`config.mk`:
```
export PLATFORM = sky130hd
export DESIGN_NAME = vga_fb_reader
export DESIGN_NICKNAME = d
export VERILOG_FILES = /design/src/rtl/vga_fb_reader.sv
export SDC_FILE = /design/constraint.sdc
export NUM_CORES = 1
export LEC_CHECK = 0
export CORE_ASPECT_RATIO = 1.5
export CORE_UTILIZATION = 33
export CTS_CLUSTER_SIZE = 30
export DETAILED_ROUTE_END_ITERATION = 16
export PLACE_DENSITY = 0.52
export SKIP_LAST_GASP = 1
export SLEW_MARGIN = 20
export SYNTH_ARGS = -nofsm -noshare
export SYNTH_HDL_FRONTEND = slang
export SYNTH_SLANG_ARGS = --single-unit
```
`constraint.sdc`:
```
create_clock -name clk -period 2.75 [get_ports clk]
set_clock_uncertainty 0.2 [all_clocks]
set_input_delay 0.55 -clock clk [delete_from_list [all_inputs] [get_ports clk]]
set_output_delay 0.55 -clock clk [all_outputs]
set_load 0.05 [all_outputs]
```
`src/rtl/vga_fb_reader.sv`:
```
// vga_fb_reader: VGA timing generator that scans a synchronous-read
// framebuffer in raster order and drives registered colour and sync outputs.
// Counter state at cycle t appears as rd_addr at t+1, as rd_data at t+2 and
// as colour/sync/frame_start at t+3.
module vga_fb_reader #(
  parameter int H_VIS  = 640,
  parameter int H_FP   = 16,
  parameter int H_SYNC = 96,
  parameter int H_BP   = 48,
  parameter int V_VIS  = 480,
  parameter int V_FP   = 10,
  parameter int V_SYNC = 2,
  parameter int V_BP   = 33
) (
  input  logic        clk,
  input  logic        rst,
  output logic [18:0] rd_addr,
  input  logic [11:0] rd_data,
  output logic [3:0]  red,
  output logic [3:0]  green,
  output logic [3:0]  blue,
  output logic        hsync,
  output logic        vsync,
  output logic        frame_start
);

  localparam int H_TOT = H_VIS + H_FP + H_SYNC + H_BP;
  localparam int V_TOT = V_VIS + V_FP + V_SYNC + V_BP;
  localparam int HW    = $clog2(H_TOT);
  localparam int VW    = $clog2(V_TOT);

  // Thresholds pre-sized to the counter widths so compares stay width-clean.
  localparam logic [HW-1:0] H_LAST   = HW'(H_TOT - 1);
  localparam logic [HW-1:0] H_VIS_C  = HW'(H_VIS);
  localparam logic [HW-1:0] HS_BEG   = HW'(H_VIS + H_FP);
  localparam logic [HW-1:0] HS_END   = HW'(H_VIS + H_FP + H_SYNC);
  localparam logic [VW-1:0] V_LAST   = VW'(V_TOT - 1);
  localparam logic [VW-1:0] V_VIS_C  = VW'(V_VIS);
  localparam logic [VW-1:0] VS_BEG   = VW'(V_VIS + V_FP);
  localparam logic [VW-1:0] VS_END   = VW'(V_VIS + V_FP + V_SYNC);
  localparam logic [18:0]   H_VIS_19 = 19'(H_VIS);

  logic [HW-1:0] r_hcnt;
  logic [VW-1:0] r_vcnt;
  logic          w_h_wrap;
  logic          w_v_wrap;
  logic          w_de0;
  logic          w_hs0;
  logic          w_vs0;
  logic          w_first0;
  logic [18:0]   w_addr0;

  logic [18:0]   r_rd_addr;
  logic [2:0]    r_de;
  logic [2:0]    r_hs;
  logic [2:0]    r_vs;
  logic [2:0]    r_first;
  logic [11:0]   r_rgb;

  assign w_h_wrap = (r_hcnt == H_LAST);
  assign w_v_wrap = (r_vcnt == V_LAST);

  // Raster position: hcnt every clock, vcnt on each line wrap.
  always_ff @(posedge clk) begin
    if (rst) begin
      r_hcnt <= '0;
      r_vcnt <= '0;
    end else if (w_h_wrap) begin
      r_hcnt <= '0;
      r_vcnt <= w_v_wrap ? '0 : r_vcnt + 1'b1;
    end else begin
      r_hcnt <= r_hcnt + 1'b1;
    end
  end

  // Stage-0 decode of the current raster position (sync pulses active low).
  assign w_de0    = (r_hcnt < H_VIS_C) && (r_vcnt < V_VIS_C);
  assign w_hs0    = !((r_hcnt >= HS_BEG) && (r_hcnt < HS_END));
  assign w_vs0    = !((r_vcnt >= VS_BEG) && (r_vcnt < VS_END));
  assign w_first0 = (r_hcnt == '0) && (r_vcnt == '0);
  // Row-major address; the largest visible address fits comfortably in 19 bits.
  assign w_addr0  = 19'(r_vcnt) * H_VIS_19 + 19'(r_hcnt);

  // Read address plus three-stage alignment of de/sync/first-pixel flags.
  // Bit 0 lines up with rd_addr, bit 1 with rd_data, bit 2 with the outputs.
  always_ff @(posedge clk) begin
    if (rst) begin
      r_rd_addr <= '0;
      r_de      <= 3'b000;
      r_hs      <= 3'b111;
      r_vs      <= 3'b111;
      r_first   <= 3'b000;
    end else begin
      r_rd_addr <= w_de0 ? w_addr0 : 19'd0;
      r_de      <= {r_de[1:0], w_de0};
      r_hs      <= {r_hs[1:0], w_hs0};
      r_vs      <= {r_vs[1:0], w_vs0};
      r_first   <= {r_first[1:0], w_first0};
    end
  end

  // Colour capture: RAM data only while the aligned de is set, black otherwise.
  always_ff @(posedge clk) begin
    if (rst) begin
      r_rgb <= 12'h000;
    end else begin
      r_rgb <= r_de[1] ? rd_data : 12'h000;
    end
  end

  assign rd_addr     = r_rd_addr;
  assign red         = r_rgb[11:8];
  assign green       = r_rgb[7:4];
  assign blue        = r_rgb[3:0];
  assign hsync       = r_hs[2];
  assign vsync       = r_vs[2];
  assign frame_start = r_first[2];

endmodule

```
==> results of run 1 <==
[layout make-up]
cell class                 count  share of cell area, %
tap                          105                   3.36
timing repair buffer          75                   17.4
sequential                    62                   31.8
multi-input combinational    203                   39.2
clock inverter                 2                  0.895
clock buffer                  11                   6.20
inverter                      12                   1.15
[power groups by stage]
stage          Combinational (mW)  Sequential, mW  Clock (mW)
6_report                   0.0975           0.922        1.06
5_1_grt                     0.105           0.922        1.14
4_1_cts                    0.0990           0.922        1.10
3_5_place_dp               0.0985           0.940           0
3_3_place_gp               0.0989           0.940           0
2_1_floorplan              0.0278           0.966           0
[cells in the final DEF (no fill, tap or decap), drive strengths merged, types with 2 or more instances in the layout]
master	count
fa	2
and3	3
a21o	3
nor3b	2
xnor2	14
o21ai	6
a21oi	13
nor4	3
nand2	13
dfxtp	62
buf	28
nor4b	2
nor2b	4
or2	5
clkbuf	11
and2	20
nor2	36
or4	2
ha	23
nor3	3
clkdlybuf4s50	47
or3	5
xor2	14
inv	12
nand4b	2
nand4	4
nand3	7
nand2b	2
nand3b	2
[per-stage QoR]
stage	instance area, um^2	util (%)	setup WS [ns]
after floorplan	2760	-	0.0122
after global placement	3510	43.9	0.00795
after detailed placement	3510	43.9	-0.0492
after CTS	3840	47.9	0.0191
after global routing	3910	48.9	-0.115
final	3910	48.9	-0.00975
[cells by family (layout without fill, tap and decap cells)]
| kind of cell | count (synthesis) | count (layout) | share of synthesized area [%] |
|---|---|---|---|
| AND/OR/NAND/NOR | 118 | 118 | 23.7 |
| buffers and inverters | 17 | 100 | 2.33 |
| AO/OA/AOI/OAI | 32 | 32 | 7.53 |
| flip-flops | 62 | 62 | 45.3 |
| XOR/XNOR | 28 | 28 | 9.22 |
| adder cells (fa/ha/maj) | 25 | 25 | 12.0 |
[final timing paths]
path                                        startpoint                endpoint  slack (ns)
worst max-delay path            r_vcnt[3]$_SDFFE_PP0P_  rd_addr[18]$_SDFF_PP0_       -0.01
worst min-delay path                r_hs[1]$_SDFF_PP1_      r_hs[2]$_SDFF_PP1_        0.21
worst max register to register  r_vcnt[3]$_SDFFE_PP0P_  rd_addr[18]$_SDFF_PP0_       -0.01
worst min register to register      r_hs[1]$_SDFF_PP1_      r_hs[2]$_SDFF_PP1_        0.21
[worst register-to-register path, delay by kind of cell (launching register included)]
family          cells  cell delay, ns
simple gates        4            1.08
fa+ha+maj           3            0.78
buf+inv             1            0.05
compound gates      1            0.12
flops               1            0.33
xor+xnor            1            0.15
[metal layers]
metal / wire length (um) / vias up / global-route usage [%] / part of all wire (%)
met5: 0 / - / 0 / 0
met4: 135 / 0 / 7.18 / 2.2
met3: 201 / 12 / 4.32 / 3.3
met2: 3330 / 51 / 29.2 / 56
met1: 2330 / 1027 / 14.2 / 39
li1: - / 1115 / - / -
[timing repair]
action                     4_1_cts  5_1_grt
buffers inserted                 1        4
pin swaps                        3        7
setup endpoints to repair        1        2
resized for setup                6        8
[registers in the layout, indices dropped and copies added, names as in the netlist]
register,count
r_hcnt,10
r_vs,3
r_hs,3
r_vcnt,10
r_rgb,12
rd_addr,19
r_first,3
r_de,2
==> flow_summary.html, run 1 <==
<table>
<tr><th>Metric</th><th>Value</th></tr>
<tr><th colspan="2">Worst setup path</th></tr>
<tr><td>Cell class contributing the biggest share of worst-path delay</td><td>simple AND/OR/NAND/NOR gates</td></tr>
<tr><td>Max stage delay on crit path</td><td>0.55 ns</td></tr>
<tr><td>Critical Path Sink Type</td><td>flop</td></tr>
<tr><td>Data arrival time at the worst-slack endpoint</td><td>2.82 ns</td></tr>
<tr><td>Nature of the critical path startpoint</td><td>flop</td></tr>
<tr><td>Crit path cell chain</td><td>ha_4, ha_4, inv_1, fa_2, xnor2_2, and3b_1, nor4b_4, nand3_2, or4_4, a21oi_2</td></tr>
<tr><td>CP most frequent cell</td><td>ha_4</td></tr>
<tr><td>Crit path max-delay cell type</td><td>or4_4</td></tr>
<tr><td>CP Max Fanout</td><td>2</td></tr>
<tr><td>Reg2reg path depth</td><td>10</td></tr>
<tr><td>Setup CP Type</td><td>flop to flop</td></tr>
<tr><td>Bufs and invs on worst path</td><td>1</td></tr>
<tr><td>Worst path depth</td><td>10</td></tr>
<tr><td>Required time of the critical path</td><td>2.81 ns</td></tr>
<tr><th colspan="2">Clock network</th></tr>
<tr><td>Number of levels in the clock H-tree</td><td>3</td></tr>
<tr><td>Clock-pin slew on the worst setup and hold paths</td><td>0.05 ns</td></tr>
<tr><td>Maximum count of clock buffers along a single path</td><td>2</td></tr>
<tr><td>Clock latency at the later pin of the worst-skew pair</td><td>0.32 ns</td></tr>
<tr><td>CTS tree</td><td>yes</td></tr>
<tr><td>Clock root buffer</td><td>clkbuf_16</td></tr>
<tr><td>Number of buffers inserted for hold repair after clock tree synthesis</td><td>0</td></tr>
<tr><td>Clock sinks</td><td>62</td></tr>
<tr><td>Number of clock buffers inserted by TritonCTS</td><td>9</td></tr>
<tr><th colspan="2">Drt</th></tr>
<tr><td>Post-route DRC violation count</td><td>0</td></tr>
<tr><td>DR pass1 iterations</td><td>4</td></tr>
<tr><td>Average wire length per cell after detail routing</td><td>12.8 um</td></tr>
<tr><td>Count of antenna-violating nets left after detailed routing</td><td>0</td></tr>
<tr><td>Initial DRC Count</td><td>74</td></tr>
<tr><td>Via-to-Cell Ratio</td><td>4.69</td></tr>
<tr><td>Total wire length after detailed routing</td><td>6.00 mm</td></tr>
<tr><td>Detailed-route via count</td><td>2205</td></tr>
<tr><th colspan="2">Final layout</th></tr>
<tr><td>Combined area of the multi-input logic cells</td><td>1540 um^2</td></tr>
<tr><td>Register area</td><td>1240 um^2</td></tr>
<tr><td>Count of fill cells added during filler insertion</td><td>763</td></tr>
<tr><td>Non-filler instance count after layout</td><td>470</td></tr>
<tr><td>Antenna cells</td><td>0</td></tr>
<tr><td>Share of layout cells above drive strength 1</td><td>17.8%</td></tr>
<tr><td>Synthesis-to-finish area growth</td><td>42.8%</td></tr>
<tr><td>NumNets Final</td><td>402</td></tr>
<tr><th colspan="2">Placed design</th></tr>
<tr><td>Total instance count after detailed placement</td><td>452</td></tr>
<tr><td>Number of buffers added on ports</td><td>47</td></tr>
<tr><td>Placer's final routability congestion estimate</td><td>0.765</td></tr>
<tr><td>Total half-perimeter wirelength after legalization and detailed placement</td><td>4.47 mm</td></tr>
<tr><th colspan="2">Floorplanning</th></tr>
<tr><td>Total number of placement rows</td><td>40</td></tr>
<tr><td>Chip width</td><td>76.4 um</td></tr>
<tr><td>Die footprint</td><td>8680 um^2</td></tr>
<tr><td>Core Region</td><td>8010 um^2</td></tr>
<tr><td>Y dimension of the die</td><td>114 um</td></tr>
<tr><td>Effective utilization at floorplan</td><td>34.2%</td></tr>
<tr><td>Ports</td><td>48</td></tr>
<tr><th colspan="2">Synth</th></tr>
<tr><td>Syn Nets</td><td>321</td></tr>
<tr><td>Most repeated cell in the gate-level netlist after synthesis</td><td>dfxtp_1</td></tr>
<tr><td>Largest area contributor in the synthesized netlist</td><td>dfxtp_1</td></tr>
<tr><td>Post-Synthesis Cells</td><td>282</td></tr>
<tr><td>Post-synthesis instance area</td><td>2740 um^2</td></tr>
<tr><td>Sequential element share of the synthesized area</td><td>45.3%</td></tr>
<tr><td>Average cell area after synthesis</td><td>9.72 um^2</td></tr>
<tr><td>Unique cell type count in the Yosys netlist</td><td>46</td></tr>
<tr><td>Top area cells in the synthesized netlist</td><td>dfxtp_1, ha_1, nor2_1, and2_1, xnor2_1</td></tr>
<tr><td>Number of register bits inferred by synthesis</td><td>62</td></tr>
<tr><td>Number of enable flip-flop cells after synthesis</td><td>0</td></tr>
<tr><td>Number of warnings issued by yosys</td><td>0</td></tr>
<tr><td>Synth top area share</td><td>45.3%</td></tr>
<tr><td>Proportion of register bits with asynchronous set or reset after synthesis</td><td>0%</td></tr>
<tr><td>Commonest cells in the synthesized netlist</td><td>dfxtp_1, nor2_1, ha_1</td></tr>
<tr><td>Dominant synthesized flop cell</td><td>dfxtp_1</td></tr>
<tr><th colspan="2">Flow run</th></tr>
<tr><td>Count of max-cap constraint violations</td><td>0</td></tr>
<tr><th colspan="2">Power and ir drop</th></tr>
<tr><td>Flop pwr share</td><td>44.3%</td></tr>
<tr><td>Cell Pwr Density</td><td>532 nW/um^2</td></tr>
<tr><td>VDD IR-drop max</td><td>0.000277 V</td></tr>
<tr><td>Standby leakage power</td><td>1.61 nW</td></tr>
<tr><td>Proportion of total power due to net switching</td><td>19.9%</td></tr>
<tr><td>Internal power of the cells</td><td>1.67 mW</td></tr>
<tr><td>Clock power share</td><td>51.0%</td></tr>
<tr><td>Post-route total power</td><td>2.08 mW</td></tr>
<tr><td>Combinational cell fraction of total power</td><td>4.7%</td></tr>
<tr><td>P_sw</td><td>0.415 mW</td></tr>
<tr><th colspan="2">Timing</th></tr>
<tr><td>Final worst hold slack</td><td>0.205 ns</td></tr>
<tr><td>Max-slew headroom</td><td>66.2%</td></tr>
<tr><td>Maximum clock rate</td><td>362 MHz</td></tr>
<tr><td>Crit share post-route</td><td>100%</td></tr>
<tr><td>Setup violation total in the final timing report</td><td>1</td></tr>
<tr><td>Final period demand of the worst path</td><td>2.76 ns</td></tr>
<tr><td>Post-layout worst setup margin</td><td>-0.00975 ns</td></tr>
<tr><td>Number of hold violations in the final report</td><td>0</td></tr>
<tr><td>Summed negative setup slack over all endpoints</td><td>-0.00975 ns</td></tr>
<tr><td>Unrepaired setup endpoints after global routing</td><td>yes</td></tr>
<tr><td>Transition at the pin with the smallest max-transition slack</td><td>0.506 ns</td></tr>
<tr><td>Total count of max-transition violations in the final report</td><td>0</td></tr>
<tr><th colspan="2">Global routing</th></tr>
<tr><td>Wire length of the first global-routing pass</td><td>10.1 mm</td></tr>
<tr><td>Number of global-route vias before repair</td><td>2232</td></tr>
<tr><td>Number of antenna violations at the first check in global routing</td><td>0</td></tr>
<tr><td>Pin count of the biggest net entering global routing</td><td>14</td></tr>
<tr><td>Total congestion overflow after global routing</td><td>0</td></tr>
<tr><td>Global router's overall resource usage</td><td>15.0%</td></tr>
<tr><th colspan="2">Hold path</th></tr>
<tr><td>Number of instances on the worst hold path</td><td>1</td></tr>
<tr><td>Kind of path behind the tightest hold check</td><td>flop to flop</td></tr>
<tr><th colspan="2">Status</th></tr>
<tr><td>Violations in the final reports</td><td>negative setup slack</td></tr>
<tr><td>Outcome</td><td>finished, violations left</td></tr>
</table>
No activity file was read; power rests on OpenSTA's default activity.
==> run 2: changes to the inputs <==
Settings changed: CORE_UTILIZATION 33 to 47, PLACE_DENSITY 0.52 to 0.71.
==> flow_summary.html, run 2 (synthesized netlist as in run 1, its figures left out) <==
<table>
<tr><th>Metric</th><th>Value</th></tr>
<tr><th colspan="2">Hold path</th></tr>
<tr><td>Kind of path behind the tightest hold check</td><td>flop to flop</td></tr>
<tr><td>Number of instances on the worst hold path</td><td>1 (unchanged)</td></tr>
<tr><th colspan="2">Drt</th></tr>
<tr><td>Detailed-route via count</td><td>2217 (+0.54%)</td></tr>
<tr><td>Average wire length per cell after detail routing</td><td>12.8 um (about the same)</td></tr>
<tr><td>Post-route DRC violation count</td><td>0 (unchanged)</td></tr>
<tr><td>Count of antenna-violating nets left after detailed routing</td><td>0 (unchanged)</td></tr>
<tr><td>Initial DRC Count</td><td>72 (-2.7%)</td></tr>
<tr><td>Total wire length after detailed routing</td><td>5.63 mm (-6.2%)</td></tr>
<tr><td>Via-to-Cell Ratio</td><td>5.03 (+7.2%)</td></tr>
<tr><td>DR pass1 iterations</td><td>4 (unchanged)</td></tr>
<tr><th colspan="2">Timing</th></tr>
<tr><td>Crit share post-route</td><td>98.6% (-1.8 points)</td></tr>
<tr><td>Total count of max-transition violations in the final report</td><td>0 (unchanged)</td></tr>
<tr><td>Summed negative setup slack over all endpoints</td><td>0 ns (+0.00975 ns)</td></tr>
<tr><td>Number of hold violations in the final report</td><td>0 (unchanged)</td></tr>
<tr><td>Transition at the pin with the smallest max-transition slack</td><td>0.576 ns (+0.0699 ns)</td></tr>
<tr><td>Setup violation total in the final timing report</td><td>0 (-1)</td></tr>
<tr><td>Unrepaired setup endpoints after global routing</td><td>yes</td></tr>
<tr><td>Final period demand of the worst path</td><td>2.71 ns (-0.0492 ns)</td></tr>
<tr><td>Maximum clock rate</td><td>369 MHz (+1.8%)</td></tr>
<tr><td>Max-slew headroom</td><td>61.5% (-4.6 points)</td></tr>
<tr><th colspan="2">Global routing</th></tr>
<tr><td>Number of global-route vias before repair</td><td>2206 (-1.2%)</td></tr>
<tr><td>Wire length of the first global-routing pass</td><td>9.47 mm (-5.8%)</td></tr>
<tr><td>Global router's overall resource usage</td><td>20.3% (+5.3 points)</td></tr>
<tr><td>Pin count of the biggest net entering global routing</td><td>14 (unchanged)</td></tr>
<tr><td>Total congestion overflow after global routing</td><td>0 (unchanged)</td></tr>
<tr><td>Number of antenna violations at the first check in global routing</td><td>0 (unchanged)</td></tr>
<tr><th colspan="2">Clock network</th></tr>
<tr><td>Number of clock buffers inserted by TritonCTS</td><td>9 (unchanged)</td></tr>
<tr><td>Clock root buffer</td><td>clkbuf_8</td></tr>
<tr><td>CTS tree</td><td>yes</td></tr>
<tr><td>Clock sinks</td><td>62 (unchanged)</td></tr>
<tr><td>Number of levels in the clock H-tree</td><td>3 (unchanged)</td></tr>
<tr><td>Clock latency at the later pin of the worst-skew pair</td><td>0.33 ns (about the same)</td></tr>
<tr><td>Maximum count of clock buffers along a single path</td><td>2 (unchanged)</td></tr>
<tr><td>Clock-pin slew on the worst setup and hold paths</td><td>0.07 ns (+0.02 ns)</td></tr>
<tr><th colspan="2">Worst setup path</th></tr>
<tr><td>Data arrival time at the worst-slack endpoint</td><td>2.79 ns (-0.03 ns)</td></tr>
<tr><td>Required time of the critical path</td><td>2.83 ns (+0.02 ns)</td></tr>
<tr><td>CP Max Fanout</td><td>2 (unchanged)</td></tr>
<tr><td>Reg2reg path depth</td><td>10 (unchanged)</td></tr>
<tr><td>Setup CP Type</td><td>flop to flop</td></tr>
<tr><td>CP most frequent cell</td><td>ha_4</td></tr>
<tr><td>Nature of the critical path startpoint</td><td>flop</td></tr>
<tr><td>Crit path max-delay cell type</td><td>or4_4</td></tr>
<tr><td>Max stage delay on crit path</td><td>0.44 ns (-0.11 ns)</td></tr>
<tr><td>Critical Path Sink Type</td><td>flop</td></tr>
<tr><td>Crit path cell chain</td><td>ha_4, ha_4, inv_2, fa_2, xnor2_2, and3b_1, nor4b_4, nand3_2, or4_4, a21oi_2</td></tr>
<tr><th colspan="2">Final layout</th></tr>
<tr><td>Share of layout cells above drive strength 1</td><td>21.3% (+3.5 points)</td></tr>
<tr><td>NumNets Final</td><td>405 (+0.75%)</td></tr>
<tr><td>Count of fill cells added during filler insertion</td><td>433 (-43%)</td></tr>
<tr><td>Synthesis-to-finish area growth</td><td>42.5%</td></tr>
<tr><td>Most frequent cells in the layout</td><td>dfxtp_1, clkdlybuf4s50_1, nor2_1, buf_4, and2_1</td></tr>
<tr><td>Antenna cells</td><td>0 (unchanged)</td></tr>
<tr><td>Combined area of the multi-input logic cells</td><td>1590 um^2 (+3.4%)</td></tr>
<tr><td>Most common cell after layout, fill and taps aside</td><td>dfxtp_1</td></tr>
<tr><td>Register area</td><td>1250 um^2 (+0.30%)</td></tr>
<tr><td>Final design utilization</td><td>70.6% (+22 points)</td></tr>
<tr><td>Number of flip-flops under the largest register name</td><td>19 (unchanged)</td></tr>
<tr><th colspan="2">Floorplanning</th></tr>
<tr><td>Y dimension of the die</td><td>95.5 um (-16%)</td></tr>
<tr><td>Core Region</td><td>5530 um^2 (-31%)</td></tr>
<tr><td>Total number of placement rows</td><td>33 (-18%)</td></tr>
<tr><td>Effective utilization at floorplan</td><td>49.5% (+15 points)</td></tr>
<tr><td>Die footprint</td><td>6150 um^2 (-29%)</td></tr>
<tr><td>Ports</td><td>48 (unchanged)</td></tr>
<tr><td>Chip width</td><td>64.4 um (-16%)</td></tr>
<tr><th colspan="2">Flow run</th></tr>
<tr><td>Count of max-cap constraint violations</td><td>0 (unchanged)</td></tr>
<tr><th colspan="2">Status</th></tr>
<tr><td>Outcome</td><td>complete, no violations</td></tr>
<tr><th colspan="2">Power and ir drop</th></tr>
<tr><td>Cell Pwr Density</td><td>491 nW/um^2 (-7.6%)</td></tr>
<tr><td>VDD IR-drop max</td><td>0.000249 V (-10%)</td></tr>
<tr><td>Standby leakage power</td><td>1.61 nW (-0.29%)</td></tr>
<tr><th colspan="2">Placed design</th></tr>
<tr><td>Total half-perimeter wirelength after legalization and detailed placement</td><td>4.13 mm (-7.6%)</td></tr>
<tr><td>Placer's final routability congestion estimate</td><td>0.777 (+1.6%)</td></tr>
<tr><td>Number of buffers added on ports</td><td>47 (unchanged)</td></tr>
</table>
-- run 2: what timing repair did --
item,4_1_cts,5_1_grt
hold buffers,0,0
endpoints found under the setup margin,1,2
pin swaps,12,13
gates resized for setup,13,11
setup buffers,7,4
-- run 2: worst max-delay path: cells and delay by family (launching register included) --
| family | cells | cell delay (ns) |
|---|---|---|
| AND/OR/NAND/NOR | 4 | 1.00 |
| adder cells (fa/ha/maj) | 3 | 0.78 |
| flip-flops | 1 | 0.33 |
| XOR/XNOR | 1 | 0.18 |
| AO/OA/AOI/OAI | 1 | 0.12 |
| buffers and inverters | 1 | 0.04 |
-- run 2: final cells by class --
cell class / instances / share of cell area, %
flip-flops and latches: 62 / 31.9
multi-input cells: 203 / 40.6
repair buffers: 78 / 18.1
inverters: 12 / 1.15
clock buffers: 11 / 3.87
clock inverters: 5 / 2.08
well taps: 70 / 2.24
-- run 2: worst paths after layout --
path | startpoint | to | slack [ns]
setup / recovery | r_vcnt[1]$_SDFFE_PP0P_ | rd_addr[18]$_SDFF_PP0_ | 0.04
hold / removal | r_hs[0]$_SDFF_PP1_ | r_hs[1]$_SDFF_PP1_ | 0.21
setup reg to reg | r_vcnt[1]$_SDFFE_PP0P_ | rd_addr[18]$_SDFF_PP0_ | 0.04
hold reg to reg | r_hs[0]$_SDFF_PP1_ | r_hs[1]$_SDFF_PP1_ | 0.21
-- run 2: layer usage --
layer	vias to the layer above	GRT usage (%)	part of all wire, %
li1	1118	-	-
met1	1025	19.0	37
met2	58	40.5	56
met3	16	4.67	4.1
met4	0	9.26	2.3
met5	-	0	0
-- run 2: power by group --
group / leakage (nW) / switching, mW / internal [mW] / total [mW]
clock network: 0.116 / 0.346 / 0.559 / 0.905
registers: 0.504 / 0.00592 / 0.912 / 0.918
logic: 0.985 / 0.0537 / 0.0426 / 0.0963
total: 1.61 / 0.405 / 1.51 / 1.92
-- run 2: metrics by stage --
stage               hold slack (ns)  cells  worst slack, ns  total power [mW]  area [um^2]
detailed placement            0.197    415          -0.0464              1.04         3450
global route                  0.229    441          -0.0846              1.99         3910
CTS                           0.214    438          0.00601              1.94         3830
global placement              0.192    415           0.0229              1.04         3450
finish                        0.212    441           0.0394              1.92         3910
floorplan                     0.189    282           0.0122             0.993         2760
